### config.mk
export PLATFORM = sky130hd
export DESIGN_NAME = ofm_writer_flat
export DESIGN_NICKNAME = d
export VERILOG_FILES = /design/src/rtl/ofm_writer_if.sv /design/src/rtl/ofm_writer.sv /design/src/flat_wrapper.sv
export SDC_FILE = /design/constraint.sdc
export NUM_CORES = 2
export LEC_CHECK = 0
export ABC_AREA = 0
export BUFFER_PORTS_ARGS = -buffer_cell sky130_fd_sc_hd__buf_2
export CORE_MARGIN = 2
export CORE_UTILIZATION = 40
export CTS_CLUSTER_SIZE = 12
export DETAILED_ROUTE_END_ITERATION = 6
export SYNTH_ARGS = -nofsm -noshare
export SYNTH_HDL_FRONTEND = slang
export SYNTH_SLANG_ARGS = --single-unit
### constraint.sdc
create_clock -name clk -period 6.09 [get_ports clk]
set_input_delay 0.3045 -clock clk [delete_from_list [all_inputs] [get_ports clk]]
set_output_delay 0.3045 -clock clk [all_outputs]
set_load 0.02 [all_outputs]
### src/rtl/ofm_writer_if.sv
// Bus bundle for ofm_writer: dual-port kernel sample input and valid/ready memory-write output.
interface ofm_writer_if #(
  parameter int unsigned OUT_DW = 25,
  parameter int unsigned ADDR_W = 18
);
  logic [OUT_DW-1:0] ofm_port0;
  logic [OUT_DW-1:0] ofm_port1;
  logic              ofm_port0_v;
  logic              ofm_port1_v;
  logic              wr_valid;
  logic              wr_ready;
  logic [ADDR_W-1:0] wr_addr;
  logic [OUT_DW-1:0] wr_data;

  // master: the writer block; slave: kernel + memory side
  modport master (
    input  ofm_port0, ofm_port1, ofm_port0_v, ofm_port1_v, wr_ready,
    output wr_valid, wr_addr, wr_data
  );
  modport slave (
    output ofm_port0, ofm_port1, ofm_port0_v, ofm_port1_v, wr_ready,
    input  wr_valid, wr_addr, wr_data
  );
endinterface

### src/rtl/ofm_writer.sv
// Collects tile-ordered conv output beats, maps them to raster addresses and writes them out via a FIFO.
// Optional feature: define OFM_WRITER_RELU_EN to clamp negative samples to zero at push time.
module ofm_writer #(
  parameter int unsigned OUT_DW     = 25,
  parameter int unsigned TI         = 16,
  parameter int unsigned OFM_C      = 8,
  parameter int unsigned OFM_H      = 61,
  parameter int unsigned OFM_W      = 61,
  parameter int unsigned ADDR_W     = 18,
  parameter int unsigned FIFO_DEPTH = 16
) (
  input  logic         clk,
  input  logic         rst_n,
  input  logic         start,
  ofm_writer_if.master bus,
  output logic         busy,
  output logic         done,
  output logic         err_overflow,
  output logic         err_proto
);

  localparam int unsigned TW    = (OFM_W + TI - 1) / TI;
  localparam int unsigned OW_W  = (TI > 1) ? $clog2(TI) : 1;
  localparam int unsigned OH_W  = $clog2(OFM_H + 2);
  localparam int unsigned TW_W  = $clog2(TW + 1);
  localparam int unsigned OC_W  = $clog2(OFM_C + 1);
  localparam int unsigned COL_W = $clog2(TW * TI + 1);
  localparam int unsigned PTR_W = $clog2(FIFO_DEPTH);
  localparam int unsigned CNT_W = PTR_W + 1;

  localparam logic [ADDR_W-1:0] CH_SIZE  = ADDR_W'(OFM_H * OFM_W);
  localparam logic [ADDR_W-1:0] ROW_SIZE = ADDR_W'(OFM_W);

  typedef enum logic [1:0] {S_IDLE, S_RUN, S_DRAIN, S_DONE} state_t;

  typedef struct packed {
    logic [ADDR_W-1:0] addr;
    logic [OUT_DW-1:0] data;
  } entry_t;

  state_t            state;
  logic [OW_W-1:0]   ow;
  logic [OH_W-1:0]   oh;
  logic [TW_W-1:0]   tw;
  logic [OC_W-1:0]   oc;

  entry_t            mem [FIFO_DEPTH];
  logic [PTR_W-1:0]  wr_ptr;
  logic [PTR_W-1:0]  rd_ptr;
  logic [CNT_W-1:0]  count;
  logic              wr_valid_q;

  logic              pair_c;
  logic              adv_c;
  logic              proto_c;
  logic              pop_c;
  logic              push_c;
  logic              overflow_c;
  logic [COL_W-1:0]  col_c;
  logic [CNT_W-1:0]  need_c;
  logic [CNT_W-1:0]  free_c;
  logic [CNT_W-1:0]  n_push_c;
  logic [CNT_W-1:0]  count_nxt_c;
  logic [OH_W-1:0]   oh_step_c;
  logic [ADDR_W-1:0] addr0_c;
  logic [ADDR_W-1:0] addr1_c;
  logic [PTR_W-1:0]  wr_ptr_p1_c;

  function automatic logic [OUT_DW-1:0] shape(input logic [OUT_DW-1:0] s);
`ifdef OFM_WRITER_RELU_EN
    return s[OUT_DW-1] ? '0 : s;
`else
    return s;
`endif
  endfunction

  // Beat decode, FIFO space check and push addresses
  always_comb begin
    pair_c      = 1'b0;
    adv_c       = 1'b0;
    proto_c     = 1'b0;
    need_c      = '0;
    if (state == S_RUN) begin
      pair_c  = bus.ofm_port0_v & bus.ofm_port1_v;
      adv_c   = bus.ofm_port0_v;
      proto_c = ~bus.ofm_port0_v & bus.ofm_port1_v;
    end
    col_c       = COL_W'(tw) * COL_W'(TI) + COL_W'(ow);
    if (adv_c && (col_c < COL_W'(OFM_W)))
      need_c = pair_c ? CNT_W'(2) : CNT_W'(1);
    pop_c       = wr_valid_q & bus.wr_ready;
    free_c      = CNT_W'(FIFO_DEPTH) - count + CNT_W'(pop_c);
    overflow_c  = (need_c != '0) && (free_c < need_c);
    push_c      = (need_c != '0) && !overflow_c;
    n_push_c    = push_c ? need_c : '0;
    count_nxt_c = count + n_push_c - CNT_W'(pop_c);
    oh_step_c   = oh + (pair_c ? OH_W'(2) : OH_W'(1));
    addr0_c     = ADDR_W'(oc) * CH_SIZE + ADDR_W'(oh) * ROW_SIZE + ADDR_W'(col_c);
    addr1_c     = addr0_c + ROW_SIZE;
    wr_ptr_p1_c = wr_ptr + PTR_W'(1);
  end

  // Show-ahead FIFO; port0 entry lands first so it pops first
  always_ff @(posedge clk or negedge rst_n) begin
    if (!rst_n) begin
      for (int unsigned i = 0; i < FIFO_DEPTH; i++) mem[i] <= '0;
      wr_ptr     <= '0;
      rd_ptr     <= '0;
      count      <= '0;
      wr_valid_q <= 1'b0;
    end else begin
      if (push_c) begin
        mem[wr_ptr] <= '{addr: addr0_c, data: shape(bus.ofm_port0)};
        if (need_c == CNT_W'(2))
          mem[wr_ptr_p1_c] <= '{addr: addr1_c, data: shape(bus.ofm_port1)};
      end
      wr_ptr     <= wr_ptr + PTR_W'(n_push_c);
      if (pop_c) rd_ptr <= rd_ptr + PTR_W'(1);
      count      <= count_nxt_c;
      wr_valid_q <= (count_nxt_c != '0);
    end
  end

  assign bus.wr_valid = wr_valid_q;
  assign bus.wr_addr  = mem[rd_ptr].addr;
  assign bus.wr_data  = mem[rd_ptr].data;

  // Layer control and tile/row/channel counters; dropped beats still advance counters
  always_ff @(posedge clk or negedge rst_n) begin
    if (!rst_n) begin
      state        <= S_IDLE;
      ow           <= '0;
      oh           <= '0;
      tw           <= '0;
      oc           <= '0;
      busy         <= 1'b0;
      done         <= 1'b0;
      err_overflow <= 1'b0;
      err_proto    <= 1'b0;
    end else begin
      case (state)
        S_IDLE, S_DONE: begin
          if (start) begin
            state        <= S_RUN;
            ow           <= '0;
            oh           <= '0;
            tw           <= '0;
            oc           <= '0;
            busy         <= 1'b1;
            done         <= 1'b0;
            err_overflow <= 1'b0;
            err_proto    <= 1'b0;
          end
        end
        S_RUN: begin
          if (proto_c)    err_proto    <= 1'b1;
          if (overflow_c) err_overflow <= 1'b1;
          if (adv_c) begin
            if (ow == OW_W'(TI - 1)) begin
              ow <= '0;
              if (oh_step_c >= OH_W'(OFM_H)) begin
                oh <= '0;
                if (tw == TW_W'(TW - 1)) begin
                  tw <= '0;
                  oc <= oc + OC_W'(1);
                  if (oc == OC_W'(OFM_C - 1)) state <= S_DRAIN;
                end else begin
                  tw <= tw + TW_W'(1);
                end
              end else begin
                oh <= oh_step_c;
              end
            end else begin
              ow <= ow + OW_W'(1);
            end
          end
        end
        S_DRAIN: begin
          if (count_nxt_c == '0) begin
            state <= S_DONE;
            busy  <= 1'b0;
            done  <= 1'b1;
          end
        end
        default: state <= S_IDLE;
      endcase
    end
  end

endmodule

### src/flat_wrapper.sv
// flat-port wrapper written by rule: the top's interface ports become plain ports
module ofm_writer_flat 
#(
  parameter int unsigned OUT_DW     = 25,
  parameter int unsigned TI         = 16,
  parameter int unsigned OFM_C      = 8,
  parameter int unsigned OFM_H      = 61,
  parameter int unsigned OFM_W      = 61,
  parameter int unsigned ADDR_W     = 18,
  parameter int unsigned FIFO_DEPTH = 16
)
  (clk, rst_n, start, busy, done, err_overflow, err_proto, bus_ofm_port0, bus_ofm_port1, bus_ofm_port0_v, bus_ofm_port1_v, bus_wr_ready, bus_wr_valid, bus_wr_addr, bus_wr_data);
  ofm_writer_if #(.OUT_DW(OUT_DW), .ADDR_W(ADDR_W)) bus_i ();
  input  logic clk;
  input  logic rst_n;
  input  logic start;
  output logic busy;
  output logic done;
  output logic err_overflow;
  output logic err_proto;
  input wire logic [$bits(bus_i.ofm_port0)-1:0] bus_ofm_port0;
  input wire logic [$bits(bus_i.ofm_port1)-1:0] bus_ofm_port1;
  input wire logic [$bits(bus_i.ofm_port0_v)-1:0] bus_ofm_port0_v;
  input wire logic [$bits(bus_i.ofm_port1_v)-1:0] bus_ofm_port1_v;
  input wire logic [$bits(bus_i.wr_ready)-1:0] bus_wr_ready;
  output wire logic [$bits(bus_i.wr_valid)-1:0] bus_wr_valid;
  output wire logic [$bits(bus_i.wr_addr)-1:0] bus_wr_addr;
  output wire logic [$bits(bus_i.wr_data)-1:0] bus_wr_data;
  assign bus_i.ofm_port0 = bus_ofm_port0;
  assign bus_i.ofm_port1 = bus_ofm_port1;
  assign bus_i.ofm_port0_v = bus_ofm_port0_v;
  assign bus_i.ofm_port1_v = bus_ofm_port1_v;
  assign bus_i.wr_ready = bus_wr_ready;
  assign bus_wr_valid = bus_i.wr_valid;
  assign bus_wr_addr = bus_i.wr_addr;
  assign bus_wr_data = bus_i.wr_data;
  ofm_writer #(.OUT_DW(OUT_DW), .TI(TI), .OFM_C(OFM_C), .OFM_H(OFM_H), .OFM_W(OFM_W), .ADDR_W(ADDR_W), .FIFO_DEPTH(FIFO_DEPTH)) u_core (.clk(clk), .rst_n(rst_n), .start(start), .bus(bus_i), .busy(busy), .done(done), .err_overflow(err_overflow), .err_proto(err_proto));
endmodule
==> impl_metrics.xml <==
<?xml version="1.0" encoding="UTF-8"?>
<metrics>
  <group name="route">
    <metric name="drt_iter0_markers" unit="">5638</metric>
    <metric name="avgRoutedWirePerCell" unit="um">29.2</metric>
    <metric name="route.final.wire_length" unit="um">172000</metric>
    <metric name="drcViolationCount" unit="">0</metric>
    <metric name="detail_route.first_pass.iterations" unit="">6</metric>
    <metric name="route.antenna.remaining_nets" unit="">0</metric>
    <metric name="routed-via-count" unit="">39800</metric>
    <metric name="routed_via_density" unit="">6.77</metric>
  </group>
  <group name="floorplan">
    <metric name="rows" unit="">118</metric>
    <metric name="floorplan.core_area" unit="um^2">103000</metric>
    <metric name="initial_core_util" unit="">0.402</metric>
    <metric name="die_h" unit="um">326</metric>
    <metric name="die-area" unit="um^2">106000</metric>
    <metric name="die_width" unit="um">326</metric>
    <metric name="io_pins" unit="">104</metric>
  </group>
  <group name="worst_hold_path">
    <metric name="worst_hold_path_startpoint" unit="">bus_ofm_port1_v</metric>
    <metric name="holdCritPathClass" unit="">primary input to flop</metric>
    <metric name="min_delay_path_depth" unit="">3</metric>
    <metric name="timing.hold.worst_endpoint" unit="">u_core.err_proto$_DFFE_PN0P_</metric>
  </group>
  <group name="timing">
    <metric name="timing.final.setup_violations" unit="">2</metric>
    <metric name="timing.setup.tns" unit="ns">-0.0170</metric>
    <metric name="maxSlewViolCount" unit="">0</metric>
    <metric name="hold_viol_final" unit="">0</metric>
    <metric name="worst_pin_slew" unit="ns">1.36</metric>
    <metric name="fmaxAchievable" unit="MHz">164</metric>
    <metric name="timing.final.crit_share" unit="">1.00</metric>
    <metric name="slew_headroom" unit="">0.0875</metric>
    <metric name="worst_clock_skew" unit="ns">0.0252</metric>
    <metric name="unrepaired_setup_endpoints_after_global_routing" unit="">true</metric>
    <metric name="min_period" unit="ns">6.10</metric>
    <metric name="setup_slack" unit="ns">-0.0131</metric>
  </group>
  <group name="worst_setup_path">
    <metric name="crit_buf_inv" unit="">3</metric>
    <metric name="cp-start-kind" unit="">flop</metric>
    <metric name="rr_endpoint" unit="">u_core.mem[299]$_DFFE_PN0P_</metric>
    <metric name="worst_setup_path_end_kind" unit="">flop</metric>
    <metric name="arrival" unit="ns">6.65</metric>
    <metric name="critical_path.max_fanout" unit="">8</metric>
    <metric name="slowest_stage" unit="">sky130_fd_sc_hd__fa_1</metric>
    <metric name="crit_top_cell" unit="">sky130_fd_sc_hd__fa_1</metric>
    <metric name="cp_data_required_time" unit="ns">6.64</metric>
    <metric name="cp_slowest_stage_delay" unit="ns">0.57</metric>
    <metric name="crit_path_cell_trace" unit="">buf_6, fa_1, fa_1, fa_1, fa_1, ha_4, ha_4, and3_4, nand3b_1, nand2_1, xor2_1, ha_1, nand2_1, or3_4, or4b_4, o311ai_4, and2b_1, buf_12, nand3_4, clkbuf_16, nor4_4, nor3_1</metric>
    <metric name="critPathTopFamily" unit="">adder cells</metric>
    <metric name="path_class" unit="">flop to flop</metric>
    <metric name="rr_startpoint" unit="">u_core.oh[2]$_DFFE_PN0P_</metric>
    <metric name="timing.reg2reg.worst_path_depth" unit="">22</metric>
    <metric name="ff2ff_setup_slack" unit="ns">-0.01</metric>
  </group>
  <group name="synth">
    <metric name="synth_sequential_area_ratio" unit="">0.437</metric>
    <metric name="synth.area.mux_share" unit="">0.0899</metric>
    <metric name="synth_adder_area_share" unit="">0.0416</metric>
    <metric name="ys_types" unit="">84</metric>
    <metric name="postSynthRegisterBits" unit="">725</metric>
    <metric name="synth.avg_cell_area" unit="um^2">9.10</metric>
    <metric name="yosysWarnings" unit="">0</metric>
    <metric name="synth-main-ff-cell" unit="">sky130_fd_sc_hd__dfrtp_1</metric>
    <metric name="syn-cell-area" unit="um^2">41500</metric>
    <metric name="yosys.area_share.xor_xnor" unit="">0.00928</metric>
    <metric name="netlist_instances" unit="">4561</metric>
    <metric name="synth_nets" unit="">4737</metric>
    <metric name="synth_top_family_by_area" unit="">compound AO/OA/AOI/OAI gates</metric>
    <metric name="synthSimpleGateAreaFrac" unit="">0.0991</metric>
    <metric name="async_reset_ff_frac" unit="">1.00</metric>
    <metric name="compound_gate_portion_of_the_synthesized_area" unit="">0.265</metric>
    <metric name="post_synth_edffs" unit="">0</metric>
  </group>
  <group name="job">
    <metric name="maxCapViolations" unit="">0</metric>
  </group>
  <group name="grt">
    <metric name="groute.layer.met3.usage" unit="">0.0672</metric>
    <metric name="globalRoute.totalOverflow" unit="">0</metric>
    <metric name="antenna_found_initial" unit="">5</metric>
    <metric name="grt_max_degree" unit="">199</metric>
    <metric name="grt_use_total" unit="">0.309</metric>
    <metric name="number_of_global_route_vias_before_repair" unit="">38200</metric>
    <metric name="grt_pass1_wl" unit="um">251000</metric>
    <metric name="grt_use_met2" unit="">0.465</metric>
    <metric name="most_used_routing_layer" unit="">met2</metric>
    <metric name="met1_usage" unit="">0.422</metric>
  </group>
  <group name="cells_and_area">
    <metric name="area.sequential" unit="um^2">18200</metric>
    <metric name="layout.cells.most_common_list" unit="">sky130_fd_sc_hd__dfrtp_1, sky130_fd_sc_hd__a21oi_1, sky130_fd_sc_hd__nor2_1</metric>
    <metric name="multi_input_comb_area" unit="um^2">22800</metric>
    <metric name="layout-drive-gt1-share" unit="">0.191</metric>
    <metric name="final_common_cell" unit="">sky130_fd_sc_hd__dfrtp_1</metric>
    <metric name="utilization" unit="">0.469</metric>
    <metric name="final.fill_count" unit="">9528</metric>
    <metric name="finish.net_count" unit="">4603</metric>
    <metric name="area_growth_syn_to_layout" unit="%">16.5</metric>
    <metric name="finish.cell_count_without_fillers" unit="">5876</metric>
  </group>
  <group name="clock_network">
    <metric name="clock_tree_sinks" unit="">725</metric>
    <metric name="cts.reportedPaths.clkPinSlew" unit="ns">0.06</metric>
    <metric name="clock_path_buffers" unit="">3</metric>
    <metric name="tritoncts.num_buffers" unit="">83</metric>
    <metric name="clock_tree_from_tritoncts" unit="">done</metric>
    <metric name="cts.htree.levels" unit="">3</metric>
    <metric name="cts-root-buf" unit="">sky130_fd_sc_hd__clkbuf_16</metric>
    <metric name="clk_latency" unit="ns">0.68</metric>
  </group>
  <group name="outcome">
    <metric name="violated_checks" unit="">setup timing</metric>
    <metric name="outcome" unit="">finished, violations left</metric>
  </group>
  <group name="place">
    <metric name="placement.io_buffers" unit="">103</metric>
    <metric name="number_of_cells_in_the_design_after_placement" unit="">5687</metric>
    <metric name="dp_hpwl" unit="um">92400</metric>
    <metric name="gp_routability_congestion" unit="">0.906</metric>
  </group>
  <group name="power">
    <metric name="power_per_cell_area" unit="nW/um^2">591</metric>
    <metric name="p_leak" unit="nW">20.6</metric>
    <metric name="peakVddDrop" unit="mV">0.516</metric>
  </group>
</metrics>
==> repair_timing <==
item / in CTS / in global routing
endpoints found under the hold margin: 108 / 0
pin swaps: 1 / 134
cloned: 0 / 11
setup endpoints to repair: 75 / 145
gates resized for setup: 6 / 336
hold buffers: 2 / 0
setup buffers: 1 / 21
==> cells by family after synthesis <==
| kind of cell | count (synthesis) |
|---|---|
| compound gates | 1805 |
| xor+xnor | 44 |
| fa+ha+maj | 120 |
| buf+inv | 634 |
| flops | 725 |
| mux | 260 |
| simple gates | 973 |
==> worst register-to-register path: cells and delay by family (launching register included) <==
| family | cells | cell delay [ns] |
|---|---|---|
| adders and majority gates | 7 | 2.78 |
| DFF | 1 | 0.41 |
| and+or+nand+nor | 10 | 2.00 |
| buffers and inverters | 3 | 0.52 |
| AOI/OAI and AO/OA | 1 | 0.12 |
| xor gates and xnor gates | 1 | 0.15 |
==> state kept, by name, indices dropped and copies added (netlist names) <==
name,flops
u_core.wr_ptr,4
u_core.err_proto,1
u_core.busy,1
u_core.err_overflow,1
u_core.oh,6
u_core.done,1
u_core.oc,4
u_core.count,5
u_core.rd_ptr,4
u_core.tw,3
u_core.bus.wr_valid,1
u_core.state,2
u_core.ow,4
u_core.mem,688
==> final cells by class <==
cell class / count / area share
inverter: 99 / 0.00768
multi-input combinational: 3204 / 0.472
timing repair buffer: 314 / 0.0532
tap: 1380 / 0.0357
sequential: 725 / 0.375
clock buffer: 134 / 0.0521
antenna: 4 / 0.000207
clock inverter: 16 / 0.00339
==> synthesized netlist by cell type, types with 74 or more instances <==
master	n	area share
sky130_fd_sc_hd__ha_1	90	0.027
sky130_fd_sc_hd__a21oi_1	663	0.080
sky130_fd_sc_hd__nor2_1	619	0.056
sky130_fd_sc_hd__mux2i_1	131	0.032
sky130_fd_sc_hd__buf_1	80	0.0072
sky130_fd_sc_hd__inv_1	97	0.0088
sky130_fd_sc_hd__a221oi_1	74	0.016
sky130_fd_sc_hd__clkbuf_1	440	0.040
sky130_fd_sc_hd__mux4_2	86	0.047
sky130_fd_sc_hd__dfrtp_1	725	0.44
sky130_fd_sc_hd__o22ai_1	522	0.079
sky130_fd_sc_hd__a22oi_1	92	0.017
sky130_fd_sc_hd__nand2_1	158	0.014
sky130_fd_sc_hd__o21ai_0	248	0.030
==> metrics by stage <==
| step | hold slack, ns | worst slack (ns) | power (mW) | area [um^2] |
|---|---|---|---|---|
| after floorplan | 0.00891 | 0.0152 | 17.5 | 41500 |
| after global placement | 0.465 | 0.00267 | 22.3 | 43700 |
| after detailed placement | 0.473 | -0.105 | 22.5 | 43700 |
| after CTS | 0.00377 | 0.0234 | 27.6 | 46400 |
| after global routing | 0.0422 | -0.233 | 30.0 | 48400 |
| final | 0.00607 | -0.0131 | 28.6 | 48400 |
==> metal layers <==
layer | routed length, um | share of wire
met5 | 72 | 0.00042
met4 | 9430 | 0.055
met3 | 19400 | 0.11
met2 | 75200 | 0.44
met1 | 67700 | 0.39
==> worst max-delay path by stage <==
stage	from	to	slack (ns)	cells past startpoint
detailed placement	u_core.oh[3]$_DFFE_PN0P_	u_core.mem[425]$_DFFE_PN0P_	-0.11	18
floorplan	u_core.oh[0]$_DFFE_PN0P_	u_core.mem[120]$_DFFE_PN0P_	0.02	20
global route	u_core.oh[2]$_DFFE_PN0P_	u_core.mem[298]$_DFFE_PN0P_	-0.23	23
finish	u_core.oh[2]$_DFFE_PN0P_	u_core.mem[299]$_DFFE_PN0P_	-0.01	22
global placement	u_core.oh[3]$_DFFE_PN0P_	u_core.mem[554]$_DFFE_PN0P_	0.003	18
CTS	u_core.oh[2]$_DFFE_PN0P_	u_core.mem[682]$_DFFE_PN0P_	0.02	21
==> power by group <==
group / switching, mW / internal [mW] / leakage [nW] / total (mW)
sequential: 1.53 / 6.92 / 9.25 / 8.45
clock: 2.17 / 2.88 / 1.32 / 5.04
combinational: 9.54 / 5.55 / 10.0 / 15.1
total: 13.2 / 15.3 / 20.6 / 28.6
Note: power is estimated with default switching activity, not from simulation.
